--- src/rtl/cdc_hs_tx.sv ---
// Source side of a 4-phase REQ/ACK clock-domain-crossing handshake with an ACK synchronizer.
// Optional REQ_HIGH watchdog is compiled in with the CDC_HS_TIMEOUT_EN macro.
module cdc_hs_tx #(
    parameter int BUS_WIDTH      = 8,
    parameter int NUM_STAGES     = 2,
    parameter int TIMEOUT_CYCLES = 255
) (
    input  logic                 CLK,
    input  logic                 RST,
    input  logic [BUS_WIDTH-1:0] DATA_IN,
    input  logic                 VALID_IN,
    output logic                 READY_OUT,
    input  logic                 ACK_ASYNC,
    output logic                 REQ_OUT,
    output logic [BUS_WIDTH-1:0] DATA_OUT,
    output logic                 DONE_PULSE,
    output logic                 TIMEOUT_ERR
);

    localparam logic [1:0] IDLE     = 2'd0;
    localparam logic [1:0] REQ_HIGH = 2'd1;
    localparam logic [1:0] REQ_LOW  = 2'd2;

    logic [NUM_STAGES-1:0] ack_sync_reg;
    logic [NUM_STAGES-1:0] ack_sync_next;
    logic                  ack_s;

    logic [1:0]            state_reg, state_next;
    logic                  req_reg, req_next;
    logic [BUS_WIDTH-1:0]  data_reg, data_next;
    logic                  done_reg, done_next;
    logic                  accept;
    logic                  timeout_hit;
    logic                  suppress_done;

    // Shift chain: stage 0 samples the asynchronous ACK, each later stage samples its predecessor.
    genvar gi;
    generate
        for (gi = 0; gi < NUM_STAGES; gi++) begin : g_sync
            if (gi == 0) begin : g_first
                assign ack_sync_next[gi] = ACK_ASYNC;
            end else begin : g_rest
                assign ack_sync_next[gi] = ack_sync_reg[gi-1];
            end
        end
    endgenerate

    assign ack_s  = ack_sync_reg[NUM_STAGES-1];
    assign accept = (state_reg == IDLE) && VALID_IN;

`ifdef CDC_HS_TIMEOUT_EN
    localparam int CNT_W = (TIMEOUT_CYCLES > 1) ? $clog2(TIMEOUT_CYCLES) : 1;

    logic [CNT_W-1:0] cnt_reg, cnt_next;
    logic             terr_reg, terr_next;

    assign timeout_hit = (state_reg == REQ_HIGH) && !ack_s &&
                         (cnt_reg == CNT_W'(TIMEOUT_CYCLES - 1));
    // A timed-out transfer still passes through REQ_LOW; the sticky flag masks its DONE_PULSE.
    assign suppress_done = terr_reg;

    always_comb begin
        cnt_next  = cnt_reg;
        terr_next = terr_reg;
        if (accept) begin
            cnt_next  = '0;
            terr_next = 1'b0;
        end else if (state_reg == REQ_HIGH && !ack_s) begin
            cnt_next = cnt_reg + 1'b1;
            if (timeout_hit) begin
                terr_next = 1'b1;
            end
        end
    end

    always_ff @(posedge CLK or negedge RST) begin
        if (!RST) begin
            cnt_reg  <= '0;
            terr_reg <= 1'b0;
        end else begin
            cnt_reg  <= cnt_next;
            terr_reg <= terr_next;
        end
    end

    assign TIMEOUT_ERR = terr_reg;
`else
    assign timeout_hit   = 1'b0;
    assign suppress_done = 1'b0;
    assign TIMEOUT_ERR   = 1'b0;
`endif

    always_comb begin
        state_next = state_reg;
        req_next   = req_reg;
        data_next  = data_reg;
        done_next  = 1'b0;
        case (state_reg)
            IDLE: begin
                if (VALID_IN) begin
                    data_next  = DATA_IN;
                    req_next   = 1'b1;
                    state_next = REQ_HIGH;
                end
            end
            REQ_HIGH: begin
                if (ack_s || timeout_hit) begin
                    req_next   = 1'b0;
                    state_next = REQ_LOW;
                end
            end
            REQ_LOW: begin
                if (!ack_s) begin
                    state_next = IDLE;
                    done_next  = !suppress_done;
                end
            end
            default: begin
                req_next   = 1'b0;
                state_next = IDLE;
            end
        endcase
    end

    always_ff @(posedge CLK or negedge RST) begin
        if (!RST) begin
            ack_sync_reg <= '0;
            state_reg    <= IDLE;
            req_reg      <= 1'b0;
            data_reg     <= '0;
            done_reg     <= 1'b0;
        end else begin
            ack_sync_reg <= ack_sync_next;
            state_reg    <= state_next;
            req_reg      <= req_next;
            data_reg     <= data_next;
            done_reg     <= done_next;
        end
    end

    assign READY_OUT  = (state_reg == IDLE);
    assign REQ_OUT    = req_reg;
    assign DATA_OUT   = data_reg;
    assign DONE_PULSE = done_reg;

endmodule

--- config.mk ---
export PLATFORM = sky130hd
export DESIGN_NAME = cdc_hs_tx
export DESIGN_NICKNAME = d
export VERILOG_FILES = /design/src/rtl/cdc_hs_tx.sv
export SDC_FILE = /design/constraint.sdc
export NUM_CORES = 1
export LEC_CHECK = 0
export CAP_MARGIN = 25
export CELL_PAD_IN_SITES_DETAIL_PLACEMENT = 0
export CELL_PAD_IN_SITES_GLOBAL_PLACEMENT = 1
export CORE_MARGIN = 10
export CORE_UTILIZATION = 28
export DETAILED_ROUTE_END_ITERATION = 8
export GPL_TIMING_DRIVEN = 0
export PLACE_DENSITY = 0.83
export SLEW_MARGIN = 40
export SYNTH_ARGS = -nofsm -noshare
export SYNTH_HDL_FRONTEND = slang
export SYNTH_SLANG_ARGS = --single-unit
--- constraint.sdc ---
create_clock -name CLK -period 1.2 [get_ports CLK]
set_input_delay 0.18 -clock CLK [delete_from_list [all_inputs] [get_ports CLK]]
set_output_delay 0.18 -clock CLK [all_outputs]
set_load 0.01 [all_outputs]
== Yosys cells after proc, flatten, opt, wreduce, memory -nomap -nowiden ==
Index checks and enable logic that the tools add are counted.
W data, S select, Z words.

* Bits of input ports: 12
* Output and inout port bits: 12
* Register bits: 14

* Bitwise logic cells: 1
* Reduce and logical (&&, ||, !) cells: 4
* Multiplexer cells: 9
* Eq/ne operators: 5

{| class="wikitable"
|+ Operators by type and width
! kind !! count
|-
| $mux W2 || 3
|-
| $ne A2 B2 Y1 const B || 3
|-
| $pmux W2 S3 || 1
|-
| $reduce_and A3 Y1 || 2
|-
| $mux W1 || 4
|-
| $pmux W1 S3 || 1
|-
| $eq A2 B1 Y1 const B || 1
|-
| $eq A2 B2 Y1 const B || 1
|-
| $logic_not A2 Y1 || 1
|-
| $reduce_and A2 Y1 || 1
|-
| $not A1 Y1 || 1
|}

== Logic depth before layout (Yosys ltp) ==
* Depth in word-level cells: 3
* Gate-level depth with buffers: 4
* Gate-level depth less buffers: 3

== Least setup slack after synthesis ==
Ideal clock, no wire load.

* Kind: register -> register
* Start point: reg state_reg[1]
* End point: reg data_reg[0] (netlist: DATA_OUT[0])
* Data arrival time: 1,172 ps
* Cell stages (with the launch flop): 5
* Slack: -97 ps
* Clock period less this slack: 1,297 ps
* Path buffers: 1
* Cell sequence: dfrtp_1 > nor2_2 > and2_4 > buf_6 > mux2_4

* Word-level cells in the longest chain between the ends: 2

{| class="wikitable"
|+ Ends and longest elaborated chain
! what !! RTL line !! RTL
|-
| from (decl) || 28 || <nowiki>logic [1:0] state_reg, state_next;</nowiki>
|-
| from (signal assigned) || 134 || <nowiki>state_reg <= state_next;</nowiki>
|-
| $logic_not A2 Y1 || n/a ||
|-
| net READY_OUT || 12 || <nowiki>output logic READY_OUT,</nowiki>
|-
| $reduce_and A2 Y1 (no source line) || n/a ||
|-
| to (signal assigned) || 136 || <nowiki>data_reg <= data_next;</nowiki>
|-
| to (decl) || 30 || <nowiki>logic [BUS_WIDTH-1:0] data_reg, data_next;</nowiki>
|}

The timed path passes the listed nets, and every way through them passes these cells.
A chain may end at the register's enable or synchronous reset.

== Worst setup path after layout ==
* Start point: reg state_reg[1]
* End point: reg data_reg[5] (netlist: DATA_OUT[5])

* Word-level cells in the longest chain between the ends: 2

{| class="wikitable"
|+ Ends and longest elaborated chain
! what !! RTL line !! RTL
|-
| $logic_not A2 Y1 || 98 || <nowiki>case (state_reg)</nowiki>
|-
| $reduce_and A2 Y1 (no source line) || n/a ||
|}

No other way between the ends.

==> results.md <==
Outcome:
- The run finished with clean final reports.

Hold path:
- The path type of the worst min-delay path is primary input to async pin.

Setup path:
- Of all nets on the critical path, the largest fanout is 8.
- Data arrives at the worst endpoint at 1.36 ns.
- Among cell families on the critical path, the largest total delay comes from flip-flops.
- The sort of element at the start of the critical path is a flop.
- In this run the critical register-to-register path is launched from state_reg[1]$_DFFE_PN0P_.
- The type of the worst setup path is flop to flop.
- For the worst setup path, the data required time is 1.36 ns.
- The cell type of the slowest stage on the worst timing path is sky130_fd_sc_hd__dfrtp_1.
- The signal on the critical path passes through nor2_2 -> and2_4 -> mux2_4.
- The most critical setup path has its startpoint at state_reg[1]$_DFFE_PN0P_.
- STA classifies the critical path endpoint as a flop.
- The largest single stage delay on the critical path is 0.41 ns.
- The worst path buffer plus inverter count is 0.

Final layout:
- Once layout is complete, the cells apart from fillers number 93.
- The synthesis-to-finish area growth is 51.9%.
- The register with the most flip-flops in the layout has 8 of them.
- After filler insertion, the fill cell instance count of the layout stands at 191.
- Cells with a size suffix above 1 make up 33.3% of the layout.
- The final layout contains 79 nets.
- The area occupied by multi-input gates is 188 um^2.
- The footprint of the flip-flops and latches is 352 um^2.
- The final design area excluding fillers is 857 um^2.
- The number of antenna diodes in the final layout is 0.

Yosys:
- Counting every instance in the synthesized netlist gives 37.
- The netlist area before placement is 564 um^2.
- The Yosys warning count is 0.
- The post-synthesis sequential area ratio is 62.1%.
- The synthesized netlist devotes 2.88% of its cell area to compound gates.
- The cell accounting for the most synthesized area is sky130_fd_sc_hd__dfrtp_1.
- The average instance in the mapped netlist occupies 15.3 um^2.
- In the synthesized netlist the async set-or-reset flop fraction comes to 100%.
- After synthesis, the largest family of logic cells by area is multiplexers.
- Summed over its instances, the top area cell type makes up 62.1% of the synthesized netlist area.
- In this run, distinct cell masters in the synthesized netlist total 14.
- By count the netlist is led by sky130_fd_sc_hd__dfrtp_1, sky130_fd_sc_hd__mux2_4, sky130_fd_sc_hd__a21oi_1, sky130_fd_sc_hd__inv_1, sky130_fd_sc_hd__nor2_1.
- The share of synthesized cell area in and, or, nand and nor gates is 6.87%.
- The top flip-flop cell by instance count after synthesis is sky130_fd_sc_hd__dfrtp_1.
- The number of nets produced by synthesis is 49.
- In the post-synthesis netlist, the biggest area contributors are sky130_fd_sc_hd__dfrtp_1, sky130_fd_sc_hd__mux2_4, sky130_fd_sc_hd__buf_6, sky130_fd_sc_hd__a21oi_1, sky130_fd_sc_hd__and2_4.
- In this run, synthesis inferred 0 flip-flops with an integrated enable.
- The library cell with the highest instance count after synthesis is sky130_fd_sc_hd__dfrtp_1.
- The share of synthesized cell area in full adder, half adder and majority cells is 0%.
- The xor-xnor portion of the synthesized cell area is 1.55%.
- The number of register bits inferred by synthesis is 14.
- The mux contribution to synthesized area is 21.3%.

Global routing:
- The via count of the first global-routing pass came to 416.
- Entering global routing, the biggest net connects 15 pins.
- The overall overflow remaining after global route is 0.
- The combined global-route utilization of all metal layers is 5.94%.
- The first global-routing pass estimated 1.99 mm of wire.
- The number of antenna violations at the first check in global routing is 0.

Power and ir drop:
- The clock network is responsible for 15.9% of the overall power.
- The maximum resistive drop on vdd is 1.26 mV.
- Of the total power, the share spent switching nets is 30.4%.
- The internal portion of total power is 0.00145 W.
- The total net switching power is 0.000634 W.
- Of the total power, combinational logic draws 46.9%.
- Summed over all cells, the static leakage comes to 0.412 nW.
- The fraction of power consumed by sequential logic is 37.2%.
- The cell area power density is 2440 nW/um^2.

Detailed routing:
- The first detailed-routing pass ran for 3 iterations.
- The count of antenna-violating nets left after detailed routing is 0.
- After detailed routing, the number of remaining DRC violations is 0.
- For this block, the via count after detailed routing is 369.
- The number of vias per cell is 3.97.
- Summed over all layers, the routed wires come to 1.19 mm.
- The detail-routed net length per standard cell is 12.8 um.
- The iteration-0 DRC count of the detailed router is 5.

Placement:
- The placed standard-cell area is 822 um^2.
- The last weighted congestion value of the routability-driven placer is 0.747.
- The worst slack after detailed placement is -0.172 ns.
- Once placement completed, the tool counted placed cells totaling 86.
- Summed over all nets, the half-perimeter wirelength after detailed placement is 876 um.
- The total of buffers placed on input and output ports is 22.

Floorplanning:
- After floorplanning, the core was divided into 16 placement rows.
- The starting utilization of the core area is 29.1%.
- The die width is 64.9 um.
- The area of the die is 4210 um^2.
- During I/O placement, the number of pins put on the boundary was 24.
- Measured along the y axis, the die boundary spans 64.9 um.
- The total core area is 1940 um^2.

Clock network:
- The number of clock buffers inserted by TritonCTS is 3.
- The clock passes through at most 2 buffers.
- The clock transition at the registers of the reported paths is 0.08 ns.
- The count of hold-fix buffers inserted at cts is 0.
- CTS placed an instance of sky130_fd_sc_hd__clkbuf_4 at the clock tree root.
- The insertion delay of the later-clocked pin in the worst-skew pair is 0.27 ns.
- The CTS tree is yes.
- The number of clock sinks is 14.
- In this run the number of H-tree levels came out at 1.

Run:
- Across the run, the number of max-cap violations was 0.

STA:
- Setup violations remaining at the end of the flow were counted as 0.
- The final worst-path cycle share is 99.7%.
- Derived from the worst setup path, the maximum achievable clock frequency is 836 MHz.
- The final-layout worst hold slack is 0.283 ns.
- The final hold violation count came to 0.
- Setup repair after global routing could not meet its margin everywhere.
- The final count of pins violating max slew was 0.
- For the pin with the worst max-slew slack, the measured transition is 0.613 ns.
- The remaining max-slew budget at the tightest pin is 59.0%.
- The worst path in the final design needs a cycle of 1.20 ns, including I/O delays and setup.
- The worst path meets setup with 0.00415 ns of slack.
- Across the routed clock network, the largest skew measured is 0.00318 ns.
-- worst reg2reg max path, cell delays in order, from the launching register on --
cell	delay [ns]
sky130_fd_sc_hd__dfrtp_1	0.41
sky130_fd_sc_hd__nor2_2	0.12
sky130_fd_sc_hd__and2_4	0.24
sky130_fd_sc_hd__mux2_4	0.32
-- per-stage QoR --
stage | setup TNS, ns | util [%] | total power [W]
2_1_floorplan | -0.724 | - | 0.00137
6_report | 0 | 44.1 | 0.00209
3_3_place_gp | -1.40 | 42.3 | 0.00184
5_1_grt | -0.223 | 44.1 | 0.00224
4_1_cts | 0 | 43.4 | 0.00207
3_5_place_dp | -1.45 | 42.3 | 0.00186
-- cells by family after synthesis --
kind of cell,count (synthesis)
other,1
and+or+nand+nor,6
DFF,14
buffers and inverters,4
muxes,8
AOI/OAI and AO/OA,3
xor gates and xnor gates,1
-- repair_timing --
item	CTS	global route
endpoints found under the hold margin	0	0
pin swaps	0	1
resized for setup	15	0
setup endpoints to repair	19	8
buffers inserted	2	2
-- power by group through the flow --
stage	Sequential [W]	Combinational (W)	Clock, W
detailed placement	0.000819	0.00104	0
finish	0.000777	0.000978	0.000333
global placement	0.000812	0.00103	0
CTS	0.000776	0.000949	0.000346
global route	0.000814	0.00107	0.000359
floorplan	0.000884	0.000481	0
-- path summary, 6_finish.rpt --
check / to / slack (ns) / cells after the start
max in group asynchronous: state_reg[0]$_DFFE_PN0P_ / 0.49 / 1
setup reg to reg: DATA_OUT[5]$_DFFE_PN0P_ / 0.004 / 3
setup / recovery: DATA_OUT[5]$_DFFE_PN0P_ / 0.004 / 3
hold / removal: DATA_OUT[4]$_DFFE_PN0P_ / 0.28 / 1
min in group CLK: ack_sync_reg[0]$_DFF_PN0_ / 0.34 / 1
hold reg to reg: ack_sync_reg[1]$_DFF_PN0_ / 0.35 / 0
-- final cells by class --
type	instances	share of cell area, %
Sequential cell	14	41.0
Inverter	2	0.876
Multi-Input combinational cell	19	21.9
Tap cell	27	3.94
Timing Repair Buffer	26	27.2
Buffer	1	0.876
Clock buffer	4	4.23
-- placed cells by master (no fill, tap or decap), drive strengths merged --
master and instances:
a21oi 2, and2 1, and2b 1, buf 6, clkbuf 4, clkdlybuf4s50 11
conb 1, dfrtp 14, dlygate4sd2 10, inv 2, mux2 8, nor2 3
nor3b 1, o22ai 1, xnor2 1
-- metal layers --
metal,vias up,global-route usage [%],share of wire [%],routed length [um]
met2,16,8.37,44,526
met5,-,0,0,0
li1,181,-,-,-
met4,0,1.60,0,0
met1,172,6.51,43,507
met3,0,5.15,13,155
Note: power is estimated with default switching activity, not from simulation.
